### src/rtl/timer_device_if.sv
// Processor-bus view of the countdown timer: word select, write strobe,
// write data, combinational read data and the interrupt line.
interface timer_device_if;
    logic [1:0]  Addr;
    logic        WE;
    logic [31:0] Din;
    logic [31:0] Dout;
    logic        IRQ;

    // CPU / bridge side drives the bus and observes read data and IRQ
    modport master (
        output Addr,
        output WE,
        output Din,
        input  Dout,
        input  IRQ
    );

    // Timer side consumes the bus and returns read data and IRQ
    modport slave (
        input  Addr,
        input  WE,
        input  Din,
        output Dout,
        output IRQ
    );
endinterface

### src/rtl/timer_device.sv
// Memory-mapped countdown timer with CTRL / PRESET / COUNT registers, a
// four-state counting FSM and a level interrupt gated by CTRL.IM.
module timer_device #(
    parameter int COUNT_W = 32
) (
    input  logic           clk,
    input  logic           reset,
    timer_device_if.slave  bus
);

    typedef enum logic [1:0] {
        IDLE = 2'd0,
        LOAD = 2'd1,
        CNT  = 2'd2,
        INT  = 2'd3
    } state_t;

    state_t             state;
    state_t             state_nxt;
    logic [3:0]         ctrl;
    logic [3:0]         ctrl_nxt;
    logic [COUNT_W-1:0] preset;
    logic [COUNT_W-1:0] preset_nxt;
    logic [COUNT_W-1:0] count;
    logic [COUNT_W-1:0] count_nxt;
    logic               irq_flag;
    logic               irq_flag_nxt;

    logic en;
    logic auto_reload;
    logic irq_mask;
    logic ctrl_wr;
    logic preset_wr;
    logic count_gt1;

    assign en          = ctrl[0];
    assign auto_reload = (ctrl[2:1] == 2'b01);
    assign irq_mask    = ctrl[3];
    assign ctrl_wr     = bus.WE && (bus.Addr == 2'd0);
    assign preset_wr   = bus.WE && (bus.Addr == 2'd1);
    assign count_gt1   = (count > COUNT_W'(1));

    // State register; reset returns the FSM to IDLE
    always_ff @(posedge clk) begin
        if (reset) begin
            state <= IDLE;
        end else begin
            state <= state_nxt;
        end
    end

    // Next-state logic of the counting FSM
    always_comb begin
        state_nxt = state;
        case (state)
            IDLE:    if (en) state_nxt = LOAD;
            LOAD:    state_nxt = CNT;
            CNT: begin
                if (!en)            state_nxt = IDLE;
                else if (!count_gt1) state_nxt = INT;
            end
            INT:     state_nxt = auto_reload ? LOAD : IDLE;
            default: state_nxt = IDLE;
        endcase
    end

    // Register update values: FSM actions first, then software writes;
    // the expiry set of irq_flag is applied last so it beats a CTRL-write clear
    always_comb begin
        ctrl_nxt     = ctrl;
        preset_nxt   = preset;
        count_nxt    = count;
        irq_flag_nxt = irq_flag;

        if (state == INT) begin
            if (auto_reload) irq_flag_nxt = 1'b0;
            else             ctrl_nxt[0]  = 1'b0;
        end

        if (ctrl_wr) begin
            ctrl_nxt     = bus.Din[3:0];
            irq_flag_nxt = 1'b0;
        end

        if (preset_wr) begin
            preset_nxt = bus.Din[COUNT_W-1:0];
        end

        case (state)
            LOAD: count_nxt = preset;
            CNT: begin
                if (en) begin
                    if (count_gt1) begin
                        count_nxt = count - COUNT_W'(1);
                    end else begin
                        count_nxt    = '0;
                        irq_flag_nxt = 1'b1;
                    end
                end
            end
            default: ;
        endcase
    end

    // Software-visible registers and the interrupt flag
    always_ff @(posedge clk) begin
        if (reset) begin
            ctrl     <= '0;
            preset   <= '0;
            count    <= '0;
            irq_flag <= 1'b0;
        end else begin
            ctrl     <= ctrl_nxt;
            preset   <= preset_nxt;
            count    <= count_nxt;
            irq_flag <= irq_flag_nxt;
        end
    end

    // Zero-extended read mux; the unused word reads as zero
    always_comb begin
        case (bus.Addr)
            2'd0:    bus.Dout = {28'd0, ctrl};
            2'd1:    bus.Dout = 32'(preset);
            2'd2:    bus.Dout = 32'(count);
            default: bus.Dout = 32'd0;
        endcase
    end

    assign bus.IRQ = irq_flag & irq_mask;

endmodule
### src/flat_wrapper.sv
// flat-port wrapper written by rule: the top's interface ports become plain ports
module timer_device_flat 
#(
    parameter int COUNT_W = 32
)
  (clk, reset, bus_Addr, bus_WE, bus_Din, bus_Dout, bus_IRQ);
  timer_device_if bus_i ();
  input  logic clk;
  input  logic reset;
  input wire logic [$bits(bus_i.Addr)-1:0] bus_Addr;
  input wire logic [$bits(bus_i.WE)-1:0] bus_WE;
  input wire logic [$bits(bus_i.Din)-1:0] bus_Din;
  output wire logic [$bits(bus_i.Dout)-1:0] bus_Dout;
  output wire logic [$bits(bus_i.IRQ)-1:0] bus_IRQ;
  assign bus_i.Addr = bus_Addr;
  assign bus_i.WE = bus_WE;
  assign bus_i.Din = bus_Din;
  assign bus_Dout = bus_i.Dout;
  assign bus_IRQ = bus_i.IRQ;
  timer_device #(.COUNT_W(COUNT_W)) u_core (.clk(clk), .reset(reset), .bus(bus_i));
endmodule
### config.mk
export PLATFORM = sky130hd
export DESIGN_NAME = timer_device_flat
export DESIGN_NICKNAME = d
export VERILOG_FILES = /design/src/rtl/timer_device_if.sv /design/src/rtl/timer_device.sv /design/src/flat_wrapper.sv
export SDC_FILE = /design/constraint.sdc
export NUM_CORES = 1
export LEC_CHECK = 0
export CORE_ASPECT_RATIO = 0.7
export CORE_MARGIN = 2
export CORE_UTILIZATION = 48
export CTS_CLUSTER_SIZE = 24
export DETAILED_ROUTE_END_ITERATION = 16
export PLACE_DENSITY = 0.82
export RECOVER_POWER = 50
export SYNTH_ARGS = -nofsm -noshare
export SYNTH_HDL_FRONTEND = slang
export SYNTH_SLANG_ARGS = --single-unit
### constraint.sdc
create_clock -name clk -period 1.8 [get_ports clk]
set_input_delay 0.27 -clock clk [delete_from_list [all_inputs] [get_ports clk]]
set_output_delay 0.27 -clock clk [all_outputs]
set_load 0.03 [all_outputs]
; ---- Word-level counts from Yosys, hierarchy flattened
; Index checks and enable logic that the tools add are counted.
; Widths: inputs -> output; s select.
[word_totals]
ff_bits = 71
inputBits = 37
output_inout_bits = 33
[op_classes]
add_sub_neg = 1
magnitude_cmp = 1
n_eq_ne = 10
n_mux = 18
bitwise = 1
n_reduce_logical = 9
[ops]
columns = operator, n
row1 = $pmux 32 s3, 1
row2 = $mux 32, 2
row3 = $pmux 32 s2, 1
row4 = $gt 32x1->1 const B, 1
row5 = $sub 32x1->32 const B, 1
row6 = $mux 1, 10
row7 = $pmux 2 s4, 1
row8 = $eq 2x1->1 const B, 3
row9 = $eq 2x2->1 const B, 3
row10 = $mux 2, 3
row11 = $reduce_and 2->1, 3
row12 = $logic_not 2->1, 2
row13 = $ne 2x1->1 const B, 2
row14 = $reduce_bool 2->1, 2
row15 = $ne 3x3->1 const B, 1
row16 = $logic_and 1x1->1, 2
row17 = $ne 2x2->1 const B, 1
row18 = $and 1x1->1, 1

; ---- Longest topological paths before layout
; Gate-level depths: netlist of run 1.
[logic_depth]
depth_word = 7
mapped_depth = 8
ltp_nobuf = 7

; ---- Least setup slack after synthesis of run 1
; No wires, ideal clock.
[synth_path]
kind = reg-to-reg
from = register u_core.count[0]
to = register u_core.count[22]
setup_ps = 86
arrival_ps = 1867
required_ps = 1714
slack_ps = -152
stages_incl_launch_ff = 9
period_less_slack_ps = 1952
path_cell_list = dfxtp_1 inv_1 ha_1 nor3b_2 nand2_2 buf_6 o41ai_2 a21oi_1 a211oi_1
[synth_between]
elab_chain_cells = 4
word_cells_on_any_way = 5
cone_classes = add/sub (1) / order compare (1) / mux (3)
[synth_lines]
columns = element, line
row1 = start: declaration, timer_device.sv:24  ; logic [COUNT_W-1:0] count;
row2 = start signal: assignment, timer_device.sv:115  ; count <= count_nxt;
row3 = $sub 32x1->32 / $gt 32x1->1 (equally long branches), "timer_device.sv:94, timer_device.sv:41"
row4 = $mux 32 *, timer_device.sv:93  ; if (count_gt1) begin
row5 = $mux 32 *, timer_device.sv:92  ; if (en) begin
row6 = $pmux 32 s2 *, timer_device.sv:89  ; case (state)
; Mark *: on every way between the ends. The rest lies on a longest branch, timed or not. The select of a mux whose other input is x is not followed.
; A chain may end at the register's enable or synchronous reset.

; ---- Final worst setup path of run 1
[layout_path]
from = register u_core.count[1]
to = register u_core.count[26]
; The elaborated chain is that of the path after synthesis.

==> results of run 1 <==
[worst max-delay path by stage]
stage | startpoint | to | slack, ns | cells after the start
after floorplan | u_core.count[1]$_SDFFE_PP0P_ | u_core.count[22]$_SDFFE_PP0P_ | 0.006 | 8
after global placement | u_core.count[0]$_SDFFE_PP0P_ | u_core.count[17]$_SDFFE_PP0P_ | -0.22 | 7
after detailed placement | u_core.count[0]$_SDFFE_PP0P_ | u_core.count[23]$_SDFFE_PP0P_ | -0.21 | 6
after CTS | bus_Addr[0] | bus_Dout[21] | -0.02 | 5
after global routing | u_core.count[19]$_SDFFE_PP0P_ | u_core.count[0]$_SDFFE_PP0P_ | -0.21 | 6
final | u_core.count[1]$_SDFFE_PP0P_ | u_core.count[26]$_SDFFE_PP0P_ | -0.19 | 8
[synth_stat cells (all sizes together) (2+ instances only)]
library cell	instances
a2111oi	2
a211o	2
a211oi	15
a21o	5
a21oi	68
a221oi	3
a22o	29
a31o	3
a41oi	2
and2	4
and3	2
and3b	2
buf	13
clkbuf	31
dfxtp	71
ha	2
inv	6
mux2i	8
nand2	91
nand2b	6
nand3	9
nand3b	3
nand4	4
nor2	27
nor2b	5
nor3	17
nor3b	2
nor4	11
o21a	6
o21ai	46
o221a	3
o31ai	9
o41ai	2
or3	4
or4	3
xnor2	2
[routing by layer]
| metal | up-vias | global-route usage [%] |
|---|---|---|
| li1 | 2225 | - |
| met1 | 2319 | 46.12 |
| met2 | 440 | 46.15 |
| met3 | 123 | 8.209 |
| met4 | 2 | 6.829 |
| met5 | - | 0 |
[power by group]
part | internal, uW | total, uW | switching [uW]
logic | 571 | 1250 | 680
clock network | 1070 | 1820 | 747
registers | 1620 | 1680 | 59.0
total | 3260 | 4750 | 1490
[metrics by stage]
step	instances	setup WS, ns
floorplan	529	0.005772
global placement	734	-0.2173
detailed placement	734	-0.2065
CTS	760	-0.01745
global route	773	-0.2098
finish	773	-0.1908
[final cells by class]
class | count | area [sq um] | share of cell area (%)
Clock buffer | 9 | 225.2 | 3.627
Clock inverter | 6 | 71.32 | 1.148
Inverter | 6 | 22.52 | 0.3627
Multi-Input combinational cell | 410 | 2840 | 45.74
Sequential cell | 71 | 1431 | 23.05
Tap cell | 105 | 131.4 | 2.116
Timing Repair Buffer | 166 | 1488 | 23.96
[registers in the layout, indices dropped and copies added (netlist names)]
| name | cells |
|---|---|
| u_core.state | 2 |
| u_core.preset | 32 |
| u_core.count | 32 |
| u_core.irq_flag | 1 |
| u_core.ctrl | 4 |
[worst reg2reg max path: stages, from the launching register on]
cell and delay [ns]:
dfxtp_2 0.32, inv_2 0.09, ha_4 0.16, nor3b_4 0.29, buf_6 0.16, nand4_1 0.19
nor3_2 0.32, o21a_1 0.21, o221a_1 0.20
[what timing repair did]
| action | in CTS | in global routing |
|---|---|---|
| endpoints found under the setup margin | 34 | 60 |
| gates resized for setup | 20 | 54 |
| buffers inserted | 10 | 9 |
| pin swaps | 10 | 16 |
| gates cloned | 1 | 4 |
| hold buffers | 0 | 0 |
[cells by family after synthesis]
group | share of synthesized area, %
fa+ha+maj | 0.6106
mux | 1.954
simple gates | 23.85
flops | 34.69
xor+xnor | 0.6413
buf+inv | 5.343
compound gates | 32.92
==> results.py, run 1 <==
metrics = {
    "worst_setup_path": {
        "start_kind": "flop",
        "reg2regPathDepth": 8,
        "crit_type": "flop to flop",
        "worstPathArrival_ns": 2.28,
        "crit_buf_inv": 2,
        "r2r-start": "u_core.count[1]$_SDFFE_PP0P_",
        "critical_path.max_stage_delay_ns": 0.32,
        "cpLargestDelayFamily": "simple AND/OR/NAND/NOR gates",
        "reg2reg_slack_ns": -0.19,
        "end_kind": "flop",
        "rr_endpoint": "u_core.count[26]$_SDFFE_PP0P_",
        "path_cells": "inv_2 > ha_4 > nor3b_4 > buf_6 > nand4_1 > nor3_2 > o21a_1 > o221a_1",
        "worstPathMaxFanout": 3,
        "cp.required_ns": 2.09,
        "crit_slowest_cell": "dfxtp_2",
    },
    "yosys": {
        "synth_area_sq_mm": 0.004098,
        "seq_area_frac_synth_pct": 34.69,
        "syn_nets": 568,
        "syn_area_per_cell_sq_um": 7.746,
        "yosys.cell_types.count": 59,
        "netlist.area_leader.share_pct": 34.69,
        "yosysWarnings": 0,
        "synthCells": 529,
        "async_flop_share_pct": 0,
        "synth-edff-count": 0,
        "synth_top_cell_by_area": "dfxtp_1",
        "synth_ff_type": "dfxtp_1",
        "synth_area_leaders": "dfxtp_1 35%, a21oi_1 8.3%, nand2_1 8.2%, a22o_1 6.2%, o21ai_0 5.4%",
        "ys_ff_latch": 71,
    },
    "route": {
        "wl_per_cell_microns": 21.45,
        "wl_met3_microns": 2409,
        "vias": 5109,
        "wl_met2_microns": 6790,
        "routed.top_layer": "met5",
        "firstDrtPassIters": 8,
        "wl_met1_microns": 6580,
        "drc": 0,
        "vias_per_cell": 6.609,
        "antenna_left": 0,
        "routed_wl_microns": 16580,
        "drt_iter0_drc": 838,
    },
    "layout": {
        "antenna_cells": 0,
        "layout.nets": 703,
        "final_common_cell": "buf_4",
        "area_delta_synth_final_pct": 51.54,
        "design_area_sq_mm": 0.006210,
        "fill_cells": 567,
        "final_util_pct": 74.16,
        "mostFrequentLayoutCells": "109 x buf_4, 88 x nand2_1, 63 x dfxtp_1, 62 x a21oi_1, 41 x o21ai_0",
        "drive_gt1_share_pct": 35.63,
    },
    "clocking": {
        "insertion_delay_ns": 0.35,
        "clkSinkCount": 71,
        "root_buffer": "clkbuf_16",
        "cts_buffers": 9,
        "clock_path_buffers": 2,
        "path_clk_slew_ns": 0.06,
        "htree_num_levels": 3,
        "cts_tree": "built",
    },
    "floorplanning": {
        "dieHeight_microns": 81.31,
        "core-area_sq_mm": 0.008373,
        "rows": 28,
        "ioPinCount": 70,
        "fp.dieArea_sq_mm": 0.009304,
        "die-width_microns": 114.4,
        "initial_core_util_pct": 48.94,
    },
    "timing": {
        "fin_ws_ns": -0.1908,
        "fin_tns_setup_ns": -2.458,
        "worst_slew_pin_slew_ns": 0.5814,
        "rsz0062_at_grt": "true",
        "hold_ws_ns": 0.3602,
        "fmax_mhz": 502.3,
        "hold_viol_final": 0,
        "slew_viol_final": 0,
        "slew_headroom_pct": 61.24,
        "finalCriticalPeriod_ns": 1.991,
        "finalSetupViolCount": 28,
        "finalCritPeriodShare_pct": 110.6,
        "skew_ns": 0.005276,
    },
    "global_routing": {
        "antenna_found_initial": 1,
        "grt_pass1_vias": 4267,
        "grt_first_pass_wirelength_microns": 22480,
        "gr-total-overflow": 0,
        "track_usage_pct": 31.45,
        "grt_max_degree": 36,
    },
    "place": {
        "place.gp.congestion": 0.9302,
        "place_area_sq_mm": 0.005373,
        "portBuffers": 69,
        "dpl.hpwl_microns": 9887,
    },
    "power_and_ir_drop": {
        "power_density_mw_per_mm2": 765.1,
        "leakage_uw": 0.002489,
        "power_uw": 4751,
        "ir_drop_v": 0.0005666,
    },
    "status": {
        "run_status": "complete, but fails checks",
        "violations": "setup timing",
    },
    "min_path": {
        "hold_path_end": "u_core.count[25]$_SDFFE_PP0P_",
        "hp-start": "reset",
        "hp-class": "input pin to flop",
        "worstHoldPathCells": 3,
    },
    "job": {
        "maxCapViolCount": 0,
    },
}
(Power assumes the default switching activity.)
==> inputs of run 2 (changes only) <==
Settings changed: CORE_ASPECT_RATIO 0.7 to 2, RECOVER_POWER 50 to not set, SLEW_MARGIN set to 20.
==> run 2 against run 1 <==
  * The run still ends with setup timing left
  * Die area up 0.35%
  * Worst hold slack better by 0.048 ns
  * Cell count down 1.2%
  * First-iteration DRC count down 13%
  * Power up 2.3%
  * Via count up 0.23%
  * Core utilization up 0.73 points
  * Critical path depth down 1
  * Clock-buffer cell count up 3
  * Critical path type unchanged
  * Largest power group unchanged
==> results.py, run 2 (synthesis gave the netlist of run 1 again) <==
metrics = {
    "floorplanning": {
        "fp.dieArea_sq_mm": 0.009337,
        "die-width_microns": 69.34,
        "ioPinCount": 70,
        "core-area_sq_mm": 0.008292,
        "rows": 47,
        "initial_core_util_pct": 49.42,
        "dieHeight_microns": 134.7,
    },
    "layout": {
        "final_common_cell": "buf_4",
        "reg_top3": "u_core.count: 32 flops, u_core.preset: 32 flops, u_core.ctrl: 4 flops",
        "area_delta_synth_final_pct": 51.54,
        "mostFrequentLayoutCells": "103 x buf_4, 88 x nand2_1, 64 x dfxtp_1, 63 x a21oi_1, 38 x o21ai_0",
        "drive_gt1_share_pct": 34.83,
        "layout.nets": 700,
        "antenna_cells": 0,
        "final_util_pct": 74.89,
    },
    "place": {
        "dpl.hpwl_microns": 9322,
        "place.gp.congestion": 0.8857,
        "portBuffers": 69,
    },
    "worst_setup_path": {
        "crit_buf_inv": 2,
        "crit_slowest_cell": "a2111oi_1",
        "worstPathMaxFanout": 3,
        "path_cells": "buf_6 > nor4_4 > buf_4 > nand3_1 > a2111oi_1 > or3_1 > a21oi_1",
        "worstPathArrival_ns": 2.21,
        "crit_type": "flop to flop",
        "cpLargestDelayFamily": "simple AND/OR/NAND/NOR gates",
        "end_kind": "flop",
        "critical_path.max_stage_delay_ns": 0.46,
        "start_kind": "flop",
        "cp.required_ns": 2.03,
    },
    "clocking": {
        "root_buffer": "clkbuf_16",
        "clkSinkCount": 71,
        "cts_tree": "built",
        "clock_path_buffers": 2,
        "insertion_delay_ns": 0.34,
        "cts.hold.buffers_added": 0,
        "cts_buffers": 9,
        "htree_num_levels": 3,
        "path_clk_slew_ns": 0.05,
    },
    "global_routing": {
        "track_usage_pct": 29.45,
        "grt_pass1_vias": 4657,
        "gr-total-overflow": 0,
        "grt_first_pass_wirelength_microns": 22270,
        "grt_max_degree": 60,
        "antenna_found_initial": 0,
    },
    "route": {
        "vias_per_cell": 6.703,
        "drt_iter0_drc": 732,
        "routed_wl_microns": 16330,
        "wl_per_cell_microns": 21.38,
        "firstDrtPassIters": 6,
        "antenna_left": 0,
        "vias": 5121,
        "drc": 0,
    },
    "power_and_ir_drop": {
        "power_density_mw_per_mm2": 782.3,
        "leakage_uw": 0.002484,
        "ir_drop_v": 0.0007365,
    },
    "timing": {
        "finalSetupViolCount": 22,
        "slew_viol_final": 0,
        "hold_ws_ns": 0.4086,
        "hold_viol_final": 0,
        "finalCritPeriodShare_pct": 110.1,
        "rsz0062_at_grt": "true",
        "worst_slew_pin_slew_ns": 0.5560,
        "fmax_mhz": 504.6,
        "slew_headroom_pct": 62.89,
        "skew_ns": 0.006207,
        "finalCriticalPeriod_ns": 1.982,
        "fin_ws_ns": -0.1816,
    },
    "min_path": {
        "hp-class": "input pin to flop",
    },
    "status": {
        "run_status": "complete, but fails checks",
        "violations": "setup timing",
    },
    "job": {
        "maxCapViolCount": 0,
    },
}
-- run 2: routing by layer --
metal | global-route usage (%) | vias up | share of wire, %
met5 | 0 | - | 0
met4 | 18.52 | 0 | 7.3
met3 | 3.731 | 121 | 7.3
met2 | 53.47 | 379 | 51
met1 | 31.71 | 2409 | 35
li1 | - | 2212 | -
-- run 2: final timing paths --
path	startpoint	end	slack [ns]	depth (start not counted)
max	u_core.count[1]$_SDFFE_PP0P_	u_core.count[31]$_SDFFE_PP0P_	-0.18	7
max reg2reg	u_core.count[1]$_SDFFE_PP0P_	u_core.count[31]$_SDFFE_PP0P_	-0.18	7
min reg2reg	u_core.preset[30]$_SDFFE_PP0P_	u_core.preset[30]$_SDFFE_PP0P_	0.47	2
min	reset	u_core.preset[22]$_SDFFE_PP0P_	0.41	3
-- run 2: stage by stage --
stage	power, uW	std cells	cell area [sq um]	TNS, ns	setup slack [ns]
after floorplan	2222	529	4167	0	0.005772
after global placement	2621	733	5409	-5.901	-0.1305
after detailed placement	2643	733	5409	-7.740	-0.1884
after CTS	4599	753	5871	-0.01140	-0.008347
after global routing	4987	764	6210	-3.480	-0.2323
final	4858	764	6210	-2.081	-0.1816
-- run 2: layout make-up --
| cell class | count | area [sq um] |
|---|---|---|
| Multi-Input combinational cell | 409 | 2843 |
| Timing Repair Buffer | 164 | 1483 |
| Inverter | 6 | 25.02 |
| Sequential cell | 71 | 1430 |
| Clock inverter | 4 | 70.07 |
| Fill cell | 553 | 2082 |
| Clock buffer | 12 | 236.5 |
| Tap cell | 98 | 122.6 |
-- run 2: repair_timing --
item / CTS / global route
pin swaps: 4 / 24
setup buffers: 3 / 11
endpoints found under the setup margin: 46 / 30
endpoints found under the hold margin: 0 / 0
resized for setup: 27 / 60
cloned: 1 / 0
-- run 2: worst reg2reg max path: cells and delay by family, from the launching register on --
kind | cells | cell delay, ns
compound gates | 2 | 0.51
buf+inv | 2 | 0.33
flops | 1 | 0.33
simple gates | 3 | 0.70
-- run 2: report_power, final --
group / internal [uW] / leakage (uW) / switching, uW / total (uW)
logic: 608 / 0.00175 / 689 / 1300
clock network: 1210 / 0.000151 / 679 / 1890
registers: 1620 / 0.000579 / 51.9 / 1670
==> inputs of run 3 (changes only) <==
Settings changed: CORE_ASPECT_RATIO 2 to not set.
==> run 3 against run 2 <==
  * The flow still finishes with violations (setup timing)
  * Non-clock buffer count rose by 5
  * Via count up 4.7%
  * Sequential power is essentially flat
  * Clock power fell by 21%
  * First-iteration DRC count grew 26%
  * Fmax decreased by 9.1%
  * Die area is 0.48% lower
  * Core utilization rose by 0.76 points
  * Sequential share of layout area is essentially flat
  * Critical endpoint is now u_core.count[22]$_SDFFE_PP0P_
  * Largest cell class unchanged
==> results.py, run 3 (synthesis gave the netlist of run 1 again) <==
metrics = {
    "status": {
        "run_status": "complete, but fails checks",
        "violations": "setup timing",
    },
    "floorplanning": {
        "rows": 33,
        "die-width_microns": 96.40,
        "dieHeight_microns": 96.40,
        "initial_core_util_pct": 49.62,
        "ioPinCount": 70,
        "core-area_sq_mm": 0.008258,
        "fp.dieArea_sq_mm": 0.009292,
    },
    "route": {
        "wl_per_cell_microns": 23.88,
        "antenna_left": 0,
        "routed_wl_microns": 18530,
        "drc": 0,
        "vias_per_cell": 6.912,
        "vias": 5364,
        "drt_iter0_drc": 923,
        "firstDrtPassIters": 10,
    },
    "place": {
        "place.gp.congestion": 0.9864,
        "dp_slack_ns": -0.07354,
        "portBuffers": 69,
        "place_area_sq_mm": 0.005293,
        "place_inst": 730,
        "dpl.hpwl_microns": 9847,
    },
    "timing": {
        "rsz0062_at_grt": "true",
        "finalSetupViolCount": 29,
        "slew_headroom_pct": 53.81,
        "finalCritPeriodShare_pct": 121.1,
        "skew_ns": 0.01445,
        "fin_tns_setup_ns": -2.872,
        "worst_slew_pin_slew_ns": 0.6856,
        "fmax_mhz": 458.6,
        "finalCriticalPeriod_ns": 2.180,
        "fin_ws_ns": -0.3804,
        "hold_viol_final": 0,
        "slew_viol_final": 0,
    },
    "clocking": {
        "htree_num_levels": 3,
        "clkSinkCount": 71,
        "clock_path_buffers": 2,
        "cts_tree": "built",
        "path_clk_slew_ns": 0.08,
        "root_buffer": "clkbuf_8",
        "cts.hold.buffers_added": 0,
        "insertion_delay_ns": 0.37,
        "cts_buffers": 9,
    },
    "worst_setup_path": {
        "crit_type": "flop to flop",
        "reg2regPathDepth": 6,
        "end_kind": "flop",
        "cp.required_ns": 1.99,
        "start_kind": "flop",
        "worstPathArrival_ns": 2.37,
        "worstPathMaxFanout": 18,
        "r2r-start": "u_core.state[1]$_SDFFE_PP0P_",
        "rr_endpoint": "u_core.count[22]$_SDFFE_PP0P_",
        "reg2reg_slack_ns": -0.38,
    },
    "global_routing": {
        "grt_pass1_vias": 4721,
        "gr-total-overflow": 0,
        "antenna_found_initial": 0,
        "grt_first_pass_wirelength_microns": 24240,
        "track_usage_pct": 34.31,
        "grt_max_degree": 40,
    },
    "layout": {
        "antenna_cells": 0,
        "area_delta_synth_final_pct": 52.46,
        "layout.nets": 706,
        "final_util_pct": 75.65,
        "mostFrequentLayoutCells": "106 x buf_4, 84 x nand2_1, 66 x a21oi_1, 60 x dfxtp_1, 42 x o21ai_0",
        "fill_cells": 536,
        "final_common_cell": "buf_4",
        "finalNonFillerCells": 776,
        "reg_top3": "u_core.count: 32 flops, u_core.preset: 32 flops, u_core.ctrl: 4 flops",
        "design_area_sq_mm": 0.006247,
        "drive_gt1_share_pct": 37.56,
    },
    "power_and_ir_drop": {
        "leakage_uw": 0.002508,
        "power_density_mw_per_mm2": 722.4,
        "ir_drop_v": 0.0004192,
    },
    "min_path": {
        "hold_path_end": "u_core.count[3]$_SDFFE_PP0P_",
        "hp-start": "reset",
        "worstHoldPathCells": 3,
        "hp-class": "input pin to flop",
    },
    "job": {
        "maxCapViolCount": 0,
    },
}
## run 3: cell types whose count changed in the layout (fill, tap and decap cells not counted), sizes merged
cell / before / now
clkinv: 2 / 1
nand3b: 3 / 4
clkbuf: 12 / 11
dlymetal6s2s: 1 / 0
clkinvlp: 0 / 1
buf: 128 / 130
dlygate4sd2: 2 / 3
inv: 6 / 7
bufbuf: 0 / 2
## run 3: critical path: stages (launching register included)
cell      delay (ns)
dfxtp_1         0.41
nand2b_1        0.23
buf_4           0.23
o21ai_0         0.57
o41ai_4         0.19
a21oi_1         0.26
a211oi_1        0.12
## run 3: area by class of cell
type,count,area (sq um),area share [%]
Clock inverter,5,81.33,1.302
Tap cell,105,131.4,2.103
Clock buffer,10,137.6,2.203
Multi-Input combinational cell,410,2892,46.28
Inverter,6,22.52,0.3605
Timing Repair Buffer,169,1545,24.73
Sequential cell,71,1438,23.01
## run 3: what timing repair did
action,CTS,global route
buffers inserted,15,10
cloned,4,2
endpoints found under the hold margin,0,0
endpoints found under the setup margin,57,36
resized for setup,30,73
pin swaps,11,27
## run 3: worst max path at each step
stage                                        from  slack [ns]                            end
CTS                  u_core.count[0]$_SDFFE_PP0P_      -0.007  u_core.count[19]$_SDFFE_PP0P_
detailed placement  u_core.count[16]$_SDFFE_PP0P_       -0.07   u_core.state[0]$_SDFFE_PP0P_
floorplan            u_core.count[1]$_SDFFE_PP0P_       0.006  u_core.count[22]$_SDFFE_PP0P_
finish               u_core.state[1]$_SDFFE_PP0P_       -0.38  u_core.count[22]$_SDFFE_PP0P_
global placement     u_core.count[0]$_SDFFE_PP0P_      -0.006  u_core.count[19]$_SDFFE_PP0P_
global route         u_core.state[1]$_SDFFE_PP0P_       -0.37  u_core.count[22]$_SDFFE_PP0P_
## run 3: where the power goes
part	total, uW	internal (uW)	leakage, uW	switching [uW]
combinational	1340	624	0.00182	720
sequential	1680	1620	0.000581	64.4
clock	1490	814	0.000109	674
## run 3: metrics by stage
stage / total power (uW) / hold slack [ns]
after floorplan: 2222 / 0.4060
after global placement: 2577 / 0.4601
after detailed placement: 2613 / 0.4699
after CTS: 4174 / 0.3700
after global routing: 4596 / 0.4101
final: 4513 / 0.3814
## run 3: routing by layer
metal | vias up | routed length [microns] | global-route usage [%] | part of all wire, %
li1 | 2220 | - | - | -
met1 | 2475 | 6528 | 44.19 | 35
met2 | 512 | 8263 | 54.22 | 45
met3 | 157 | 2455 | 6.362 | 13
met4 | 0 | 1285 | 18.90 | 6.9
met5 | - | 0 | 0 | 0
